`src/rtl/id_scoreboard_if.sv`:
```
// Handshake bundle between the ID stage / WB stage and the register scoreboard.
//   master : pipeline side (drives the instruction in ID and the WB write port,
//            receives stall/issue/busy/idle/err)
//   slave  : scoreboard side
interface id_scoreboard_if;
    logic [31:0] instruccion;       // instruction in ID; rs=[25:21], rt=[20:16]
    logic        id_valid;          // ID holds a real instruction
    logic        id_uses_rt;        // rt is a source operand
    logic        id_writes;         // instruction writes a register
    logic [4:0]  id_dest;           // resolved destination register
    logic        wb_RegWrite;       // register bank write enable
    logic [4:0]  wb_WriteRegister;  // register bank write address
    logic        stall;             // hold PC and IF/ID, bubble into ID/EX
    logic        issue;             // instruction in ID advances this cycle
    logic        busy_rs;           // rs source blocked
    logic        busy_rt;           // rt source blocked
    logic        idle;              // no pending writes anywhere
    logic        err;               // sticky: release with nothing pending

    modport master (
        output instruccion, id_valid, id_uses_rt, id_writes, id_dest,
        output wb_RegWrite, wb_WriteRegister,
        input  stall, issue, busy_rs, busy_rt, idle, err
    );

    modport slave (
        input  instruccion, id_valid, id_uses_rt, id_writes, id_dest,
        input  wb_RegWrite, wb_WriteRegister,
        output stall, issue, busy_rs, busy_rt, idle, err
    );
endinterface

```
`src/rtl/id_scoreboard.sv`:
```
// Register scoreboard / issue controller for the MIPS32 ID stage.
// Keeps a pending-write counter per architectural register ($1..$31) and
// stalls the instruction in ID while a source register has an outstanding
// write or its destination counter is saturated.
// Ports:
//   clk    : rising-edge clock
//   rst_n  : synchronous active-low reset
//   sb     : id_scoreboard_if.slave (ID request, WB release, stall/issue status)
// Parameter:
//   CNT_W  : counter width; up to 2^CNT_W-1 writes in flight per register
// Optional feature macro: WB_BYPASS_EN
//   defined   -> a source with exactly one pending write is released in the
//                same cycle its WB write happens (write-first bank / forward)
//   undefined -> a source is busy whenever its counter is non-zero
module id_scoreboard #(
    parameter int unsigned CNT_W = 2
) (
    input  logic           clk,
    input  logic           rst_n,
    id_scoreboard_if.slave sb
);

    localparam int unsigned      NREG    = 32;
    localparam logic [CNT_W-1:0] CNT_MAX = {CNT_W{1'b1}};
    localparam logic [CNT_W-1:0] CNT_ONE = CNT_W'(1);

    logic [CNT_W-1:0] r_cnt [NREG];
    logic             r_err;

    logic [4:0]      w_rs;
    logic [4:0]      w_rt;
    logic [NREG-1:0] w_busy;
    logic [NREG-1:0] w_inc_vec;
    logic [NREG-1:0] w_dec_vec;
    logic            w_busy_rs;
    logic            w_busy_rt;
    logic            w_sat;
    logic            w_stall;
    logic            w_issue;
    logic            w_inc;
    logic            w_dec;
    logic            w_idle;
    logic            w_unused_instr;

    assign w_rs = sb.instruccion[25:21];
    assign w_rt = sb.instruccion[20:16];
    assign w_unused_instr = ^{sb.instruccion[31:26], sb.instruccion[15:0]};

    assign w_dec = sb.wb_RegWrite && (sb.wb_WriteRegister != 5'd0);

    // Per-register busy view; $0 is never busy.
    always_comb begin
        w_busy = '0;
        for (int unsigned r = 1; r < NREG; r++) begin
            w_busy[r] = (r_cnt[r] != '0);
`ifdef WB_BYPASS_EN
            if ((r_cnt[r] == CNT_ONE) && w_dec && (sb.wb_WriteRegister == 5'(r)))
                w_busy[r] = 1'b0;
`endif
        end
    end

    // Issue decision; sources are checked against the pre-issue counters,
    // so an instruction never stalls on its own destination.
    assign w_busy_rs = sb.id_valid && w_busy[w_rs];
    assign w_busy_rt = sb.id_valid && sb.id_uses_rt && w_busy[w_rt];
    assign w_sat     = sb.id_valid && sb.id_writes && (sb.id_dest != 5'd0)
                       && (r_cnt[sb.id_dest] == CNT_MAX);
    assign w_stall   = w_busy_rs || w_busy_rt || w_sat;
    assign w_issue   = sb.id_valid && !w_stall;
    assign w_inc     = w_issue && sb.id_writes && (sb.id_dest != 5'd0);

    assign w_inc_vec = w_inc ? (NREG'(1) << sb.id_dest) : '0;
    assign w_dec_vec = w_dec ? (NREG'(1) << sb.wb_WriteRegister) : '0;

    // Idle flag from registered counters only.
    always_comb begin
        w_idle = 1'b1;
        for (int unsigned r = 1; r < NREG; r++) begin
            if (r_cnt[r] != '0) w_idle = 1'b0;
        end
    end

    // Counter update: simultaneous inc/dec on one register cancel out;
    // a release with nothing pending leaves the counter at 0 and flags err.
    always_ff @(posedge clk) begin
        if (!rst_n) begin
            for (int unsigned r = 0; r < NREG; r++) r_cnt[r] <= '0;
            r_err <= 1'b0;
        end else begin
            r_cnt[0] <= '0;
            for (int unsigned r = 1; r < NREG; r++) begin
                if (w_inc_vec[r] && !w_dec_vec[r]) begin
                    r_cnt[r] <= r_cnt[r] + CNT_ONE;
                end else if (w_dec_vec[r] && !w_inc_vec[r]) begin
                    if (r_cnt[r] != '0) r_cnt[r] <= r_cnt[r] - CNT_ONE;
                    else                r_err    <= 1'b1;
                end
            end
        end
    end

    assign sb.stall   = w_stall;
    assign sb.issue   = w_issue;
    assign sb.busy_rs = w_busy_rs;
    assign sb.busy_rt = w_busy_rt;
    assign sb.idle    = w_idle;
    assign sb.err     = r_err;

endmodule
```
`src/flat_wrapper.sv`:
```
// flat-port wrapper written by rule: the top's interface ports become plain ports
module id_scoreboard_flat 
#(
    parameter int unsigned CNT_W = 2
)
  (clk, rst_n, sb_instruccion, sb_id_valid, sb_id_uses_rt, sb_id_writes, sb_id_dest, sb_wb_RegWrite, sb_wb_WriteRegister, sb_stall, sb_issue, sb_busy_rs, sb_busy_rt, sb_idle, sb_err);
  id_scoreboard_if sb_i ();
  input  logic clk;
  input  logic rst_n;
  input wire logic [$bits(sb_i.instruccion)-1:0] sb_instruccion;
  input wire logic [$bits(sb_i.id_valid)-1:0] sb_id_valid;
  input wire logic [$bits(sb_i.id_uses_rt)-1:0] sb_id_uses_rt;
  input wire logic [$bits(sb_i.id_writes)-1:0] sb_id_writes;
  input wire logic [$bits(sb_i.id_dest)-1:0] sb_id_dest;
  input wire logic [$bits(sb_i.wb_RegWrite)-1:0] sb_wb_RegWrite;
  input wire logic [$bits(sb_i.wb_WriteRegister)-1:0] sb_wb_WriteRegister;
  output wire logic [$bits(sb_i.stall)-1:0] sb_stall;
  output wire logic [$bits(sb_i.issue)-1:0] sb_issue;
  output wire logic [$bits(sb_i.busy_rs)-1:0] sb_busy_rs;
  output wire logic [$bits(sb_i.busy_rt)-1:0] sb_busy_rt;
  output wire logic [$bits(sb_i.idle)-1:0] sb_idle;
  output wire logic [$bits(sb_i.err)-1:0] sb_err;
  assign sb_i.instruccion = sb_instruccion;
  assign sb_i.id_valid = sb_id_valid;
  assign sb_i.id_uses_rt = sb_id_uses_rt;
  assign sb_i.id_writes = sb_id_writes;
  assign sb_i.id_dest = sb_id_dest;
  assign sb_i.wb_RegWrite = sb_wb_RegWrite;
  assign sb_i.wb_WriteRegister = sb_wb_WriteRegister;
  assign sb_stall = sb_i.stall;
  assign sb_issue = sb_i.issue;
  assign sb_busy_rs = sb_i.busy_rs;
  assign sb_busy_rt = sb_i.busy_rt;
  assign sb_idle = sb_i.idle;
  assign sb_err = sb_i.err;
  id_scoreboard #(.CNT_W(CNT_W)) u_core (.clk(clk), .rst_n(rst_n), .sb(sb_i));
endmodule
```
`config.mk`:
```
export PLATFORM = sky130hd
export DESIGN_NAME = id_scoreboard_flat
export DESIGN_NICKNAME = d
export VERILOG_FILES = /design/src/rtl/id_scoreboard_if.sv /design/src/rtl/id_scoreboard.sv /design/src/flat_wrapper.sv
export SDC_FILE = /design/constraint.sdc
export NUM_CORES = 1
export LEC_CHECK = 0
export CAP_MARGIN = 20
export CORE_MARGIN = 5
export CORE_UTILIZATION = 60
export DETAILED_ROUTE_END_ITERATION = 6
export PLACE_DENSITY = 0.82
export SYNTH_ARGS = -nofsm -noshare
export SYNTH_HDL_FRONTEND = slang
export SYNTH_SLANG_ARGS = --single-unit
```
`constraint.sdc`:
```
create_clock -name clk -period 3.6 [get_ports clk]
set_input_delay 0.72 -clock clk [delete_from_list [all_inputs] [get_ports clk]]
set_output_delay 0.72 -clock clk [all_outputs]
set_load 0.005 [all_outputs]
```
==> flow_summary_export.csv, run 1 <==
group,metric,value,unit
sta,maxSlewHeadroom,42.1,%
placed_design,hpwlAfterDp,18700,um
floorplanning,fp.dieArea,12400,um2
logic_synthesis,yosysWarnings,0,
worst_setup_path,crit_slowest_cell,"edfxtp_1",
worst_setup_path,reg2reg_from,"u_core.r_cnt[8][0]",
grt,grt_remaining_overflow,0,
route,drtIter0Drc,1276,
worst_setup_path,startpoint,"u_core.r_cnt[8][0]",
logic_synthesis,synth_fp_nets,823,
hold_path,hold_path.class,"flop to flop",
worst_setup_path,worstPathArrival,2.87,ns
pwr,vdd_ir_drop_max,0.263,mV
logic_synthesis,synthFlopType,"edfxtp_1",
logic_synthesis,yosysSeqAreaShare,30.7,%
worst_setup_path,critPathCapture,"sb_issue",
finish,finalNonFillerCells,1072,
worst_setup_path,path_cells,"nor2_1, mux4_2, mux2_2, a221o_1, buf_4, nand4_4, nand2b_4, nor2_1, dlygate4sd2_1",
finish,syn_to_final_growth,31.7,%
logic_synthesis,asyncSetResetFlopFracSynth,0,%
sta,rsz0062_at_grt,"yes",
clock_tree,htreeDepth,3,
worst_setup_path,critPathLaunchType,"flop",
worst_setup_path,criticalPathCategory,"flop to primary output",
clock_tree,cts.sinks,63,
floorplanning,chipWidth,111,um
logic_synthesis,syn_avg_cell_area,7.93,um2
clock_tree,clockBufferDepth,2,
sta,hold_ws,0.581,ns
worst_setup_path,rrSetupSlack,0.09,ns
grt,grt_pass1_vias,7306,
route,via_per_inst,7.22,
sta,setup_viol,0,
logic_synthesis,yosysTopAreaCell,"edfxtp_1",
sta,finalHoldViolations,0,
logic_synthesis,ys_types,84,
worst_setup_path,critPathMostFrequentCell,"nor2_1",
finish,drive_above_1_share,27.6,%
logic_synthesis,synth_commonest_cells,"nor2_1 (106), nand2_1 (94), edfxtp_1 (62)",
pwr,pwr_density_cell,255,nW/um2
logic_synthesis,synth_top_area_share,30.3,%
sta,period_needed,3.59,ns
placed_design,dpl.cell_count,1037,
pwr,p_leak,0.00291,uW
floorplanning,rows,37,
grt,grt_max_degree,35,
logic_synthesis,synthTopCellsByArea,"edfxtp_1 (30%), nor2_1 (6.5%), nand2_1 (5.7%)",
logic_synthesis,synthMuxAreaShare,4.51,%
logic_synthesis,synth_top_family_by_area,"simple AND/OR/NAND/NOR gates",
clock_tree,clk_pin_slew,0.07,ns
worst_setup_path,r2r_end,"u_core.r_cnt[30][0]",
logic_synthesis,synth_fa_ha_area_share,0.204,%
worst_setup_path,r2r_cells,12,
floorplanning,initial_core_util,60.5,%
clock_tree,cts-root-buf,"clkbuf_8",
clock_tree,cts_buffers,9,
placed_design,gp_congestion,1.08,
grt,antenna_found_initial,0,
route,vias,7736,
logic_synthesis,synth_most_common_cell,"nor2_1",
sta,fmax,279,MHz
sta,clock_skew,0.0102,ns
grt,grt_pass1_wl,38600,um
logic_synthesis,syn_inst,774,
logic_synthesis,synth_compound_area_share,22.4,%
sta,maxSlewViolCount,0,
clock_tree,insertion_delay,0.36,ns
placed_design,portBuffers,31,
worst_setup_path,cpPeakStageDelay,0.54,ns
worst_setup_path,crit_path_max_fanout,7,
route,drc,1,
logic_synthesis,syn_area,6140,um2
logic_synthesis,synth-simple-area-share,36.2,%
floorplanning,die_h,111,um
run,cap_violations,0,
outcome,status,"finished with violations",
sta,fin_crit_sh,99.7,%
finish,antenna_cells,0,
route,drt_wl_total,25400,um
route,ant_nets,0,
floorplanning,io_pins,54,
floorplanning,core,10100,um2
route,firstDrtPassIters,7,
outcome,violations,"DRC",
logic_synthesis,synth_xor_area_share,0.856,%
logic_synthesis,synth-edff-count,62,
clock_tree,cts_tree,"done",
logic_synthesis,synth_seq_cells,63,
route,wl_per_cell,23.7,um
grt,grt_usage,39.5,%
finish,final_nets,983,
clock_tree,hold_buffers,0,
worst_setup_path,cp-end-kind,"primary output",
sta,worst_pin_slew,0.861,ns
worst_setup_path,required,2.88,ns
-- critical path: cells and delay by family (launching register included) --
kind                   cells  cell delay, ns
DFF                        1            0.54
and+or+nand+nor            4            0.39
buffers and inverters      2            0.43
muxes                      2            0.77
AOI/OAI and AO/OA          1            0.38
-- area by class of cell --
type / instances / area, um2
clock buffer: 9 / 124
multi-input combinational: 645 / 4240
fill: 700 / 2060
timing repair buffer: 193 / 1570
clock inverter: 4 / 16.3
inverter: 22 / 82.6
sequential: 63 / 1880
tap: 136 / 170
-- power breakdown --
part	internal [uW]	leakage [uW]	switching [uW]
Clock	230	0.0000733	285
Combinational	268	0.00219	365
Sequential	852	0.000645	60.0
Total	1350	0.00291	710
-- what timing repair did --
action	4_1_cts	5_1_grt
gates cloned	1	1
resized for setup	22	57
setup endpoints to repair	47	80
pin swaps	11	11
setup buffers	10	10
-- kinds of logic after synthesis --
group,Yosys count
AO/OA/AOI/OAI,195
XOR/XNOR,6
adder cells (fa/ha/maj),1
buffers and inverters,67
flip-flops,63
multiplexers,15
AND/OR/NAND/NOR,427
-- state kept, by name (all words and copies together) (netlist names) --
name,flops
u_core.sb.err,1
u_core.r_cnt,62
-- per-stage QoR --
stage               util [%]  cell area (um2)  TNS [ns]  worst slack (ns)  power (uW)
floorplan                  -             6140         0             0.343        1200
global placement        73.7             7470    -29.04            -0.445        1450
detailed placement      73.7             7470    -35.76            -0.513        1470
CTS                     76.3             7730         0           0.00594        1980
global route            79.7             8080    -0.129           -0.0373        2130
finish                  79.7             8080         0            0.0108        2060
-- worst min path at each step --
stage,depth (start not counted),from,endpoint
floorplan,1,u_core.r_cnt[17][0],u_core.r_cnt[17][0]
CTS,1,u_core.r_cnt[17][0],u_core.r_cnt[17][0]
global placement,1,u_core.r_cnt[17][0],u_core.r_cnt[17][0]
detailed placement,1,u_core.r_cnt[17][0],u_core.r_cnt[17][0]
finish,1,u_core.r_cnt[17][0],u_core.r_cnt[17][0]
global route,1,u_core.r_cnt[17][0],u_core.r_cnt[17][0]
-- cells in the final DEF, fill, tap and decap left out, drive strengths merged, types with 15 or more instances in the layout --
cell type / n
a211oi: 15
a21oi: 32
buf: 162
clkdlybuf4s50: 22
edfxtp: 62
inv: 22
nand2: 95
nand3: 53
nand4: 20
nor2: 106
nor3: 38
nor4: 17
o211ai: 21
o21ai: 42
or2: 15
-- routing by layer --
metal / up-vias / track usage (%) / part of all wire [%]
met5: - / 0 / 0
met1: 3603 / 51.0 / 36
met3: 172 / 10.5 / 14
met4: 0 / 21.9 / 7.3
met2: 666 / 60.2 / 43
li1: 3295 / - / -
Note: power is estimated with default switching activity, not from simulation.
==> inputs of run 2 (changes only) <==
==> constraint.sdc (replaced) <==
create_clock -name clk -period 3.9 [get_ports clk]
set_input_delay 0.78 -clock clk [delete_from_list [all_inputs] [get_ports clk]]
set_output_delay 0.78 -clock clk [all_outputs]
set_load 0.005 [all_outputs]
==> run 2 against run 1 <==
The flow finishes with violations (setup timing). Setup slack lost 0.037 ns. Die area is the same. Register-to-register slack gained 0.24 ns. Clock power grew 25%. Worst hold slack lost 0.0058 ns. Critical path type is now primary input to primary output. Largest power group unchanged.
==> flow_summary_export.csv, run 2 (synthesis gave the netlist of run 1 again) <==
group,metric,value,unit
outcome,status,"finished with violations",
outcome,violations,"setup timing",
worst_setup_path,r2r_cells,11,
finish,final_cell_mix,"buf_4 (116), nor2_1 (106), nand2_1 (94)",
sta,setup_slack,-0.0257,ns
grt,grt_remaining_overflow,0,
finish,syn_to_final_growth,22.2,%
worst_setup_path,r2r_end,"u_core.sb.err",
floorplanning,io_pins,54,
grt,grt_usage,38.5,%
placed_design,portBuffers,31,
floorplanning,core,10100,um2
worst_setup_path,crit_slowest_cell,"clkdlybuf4s50_1",
clock_tree,hold_buffers,0,
sta,worst_pin_slew,0.914,ns
floorplanning,rows,37,
worst_setup_path,critPathBufInv,5,
clock_tree,cts-root-buf,"clkbuf_8",
worst_setup_path,rrSetupSlack,0.33,ns
route,wl_per_cell,23.5,um
pwr,p_leak,0.00266,uW
clock_tree,cts_buffers,9,
floorplanning,fp.dieArea,12400,um2
clock_tree,htreeDepth,3,
clock_tree,cts.sinks,63,
floorplanning,die_h,111,um
hold_path,hold_path.class,"flop to flop",
placed_design,hpwlAfterDp,18600,um
finish,final_common_cell,"buf_4",
worst_setup_path,worstPathArrival,3.15,ns
sta,setup_viol,1,
worst_setup_path,critPathLaunchType,"primary input",
floorplanning,chipWidth,111,um
worst_setup_path,required,3.12,ns
sta,maxSlewViolCount,0,
sta,setup-tns-final,-0.0257,ns
worst_setup_path,path_cells,"clkdlybuf4s50_1, buf_4, buf_4, a2111oi_1, a211o_1, o2111ai_2, buf_4, nand2_1, clkdlybuf4s50_1",
worst_setup_path,reg2reg_from,"u_core.r_cnt[7][1]",
worst_setup_path,cpPeakStageDelay,0.50,ns
run,cap_violations,0,
finish,final_nets,938,
hold_path,whs_path_depth,1,
clock_tree,insertion_delay,0.37,ns
clock_tree,cts_tree,"done",
sta,period_needed,3.93,ns
pwr,pwr_density_cell,267,nW/um2
grt,antenna_found_initial,0,
hold_path,hold_end,"u_core.r_cnt[17][0]",
route,firstDrtPassIters,6,
route,ant_nets,0,
route,via_per_inst,7.18,
finish,fillers,811,
sta,finalHoldViolations,0,
grt,grt_pass1_wl,37600,um
route,vias,7392,
floorplanning,initial_core_util,60.5,%
finish,fin_area,7500,um2
route,drt_wl_total,24200,um
route,drc,0,
worst_setup_path,crit_family,"buffers and inverters",
worst_setup_path,critPathMostFrequentCell,"buf_4",
sta,fin_crit_sh,101,%
grt,grt_max_degree,36,
finish,antenna_cells,0,
worst_setup_path,criticalPathCategory,"primary input to primary output",
pwr,vdd_ir_drop_max,0.197,mV
finish,drive_above_1_share,19.5,%
route,drtIter0Drc,1479,
clock_tree,clockBufferDepth,2,
finish,regMostFlops,"u_core.r_cnt",
placed_design,placed_cell_area,7250,um2
sta,clock_skew,0.0128,ns
sta,maxSlewHeadroom,38.9,%
finish,largest_reg_flops,62,
sta,fmax,255,MHz
worst_setup_path,cp-end-kind,"primary output",
placed_design,gp_congestion,1.11,
hold_path,worstHoldStart,"u_core.r_cnt[17][0]",
grt,grt_pass1_vias,6981,
clock_tree,clk_pin_slew,0.07,ns
worst_setup_path,crit_path_max_fanout,6,
[run 2: changes by cell type in the layout (fill, tap and decap cells not counted), moves of 5 or more]
cell / change
buf_4: -37
buf_6: -5
nor2_1: +12
nor2_2: -11
nor4_1: +6
[run 2: how the worst max path moves through the flow]
stage | from | end | slack, ns | cells after the start
floorplan | sb_instruccion[18] | sb_issue | 0.55 | 10
global placement | sb_instruccion[18] | sb_stall | -0.26 | 8
detailed placement | sb_instruccion[18] | u_core.r_cnt[29][1] | -0.30 | 12
CTS | sb_instruccion[23] | sb_busy_rs | 0.02 | 9
global route | sb_instruccion[23] | sb_busy_rs | -0.18 | 9
finish | sb_instruccion[23] | sb_busy_rs | -0.03 | 9
[run 2: layout make-up]
| class | instances | area (um2) | area share (%) |
|---|---|---|---|
| Timing Repair Buffer | 149 | 1210 | 16.1 |
| Multi-Input combinational cell | 644 | 3950 | 52.7 |
| Inverter | 22 | 82.6 | 1.10 |
| Clock inverter | 5 | 72.6 | 0.968 |
| Tap cell | 136 | 170 | 2.27 |
| Sequential cell | 63 | 1880 | 25.1 |
| Clock buffer | 11 | 131 | 1.75 |
[run 2: what timing repair did]
action                                 CTS  global route
setup buffers                            2             1
resized for setup                       12             4
endpoints found under the hold margin    0             0
pin swaps                                4             3
gates cloned                             1             0
setup endpoints to repair                4             5
[run 2: routing by layer]
layer,GRT usage (%),wire [um],vias to the layer above
met2,59.8,10400,666
met4,16.6,1310,0
li1,-,-,3206
met5,0,0,-
met3,10.2,3440,129
met1,50.7,9020,3391
[run 2: per-stage QoR]
stage	std cells	utilization [%]	hold slack [ns]	setup slack [ns]	total power (uW)
after detailed placement	1010	71.5	0.562	-0.297	1340
after floorplan	774	-	0.540	0.545	1110
after CTS	1029	73.8	0.572	0.0163	1970
final	1030	74.0	0.575	-0.0257	2000
after global placement	1010	71.5	0.553	-0.256	1320
after global routing	1030	74.0	0.596	-0.181	2060
[run 2: worst register-to-register path: stages, from the launching register on]
cell	delay (ns)
edfxtp_1	0.46
nor2_1	0.49
mux4_2	0.34
nand2b_1	0.11
a221o_1	0.24
buf_4	0.16
nand4_4	0.23
buf_4	0.25
o31ai_1	0.35
o2111ai_1	0.27
nor4_2	0.39
a41oi_2	0.17
[run 2: report_power, final]
| part | switching, uW | internal [uW] | total (uW) |
|---|---|---|---|
| Clock | 290 | 356 | 646 |
| Sequential | 55.1 | 786 | 842 |
| Combinational | 304 | 210 | 514 |
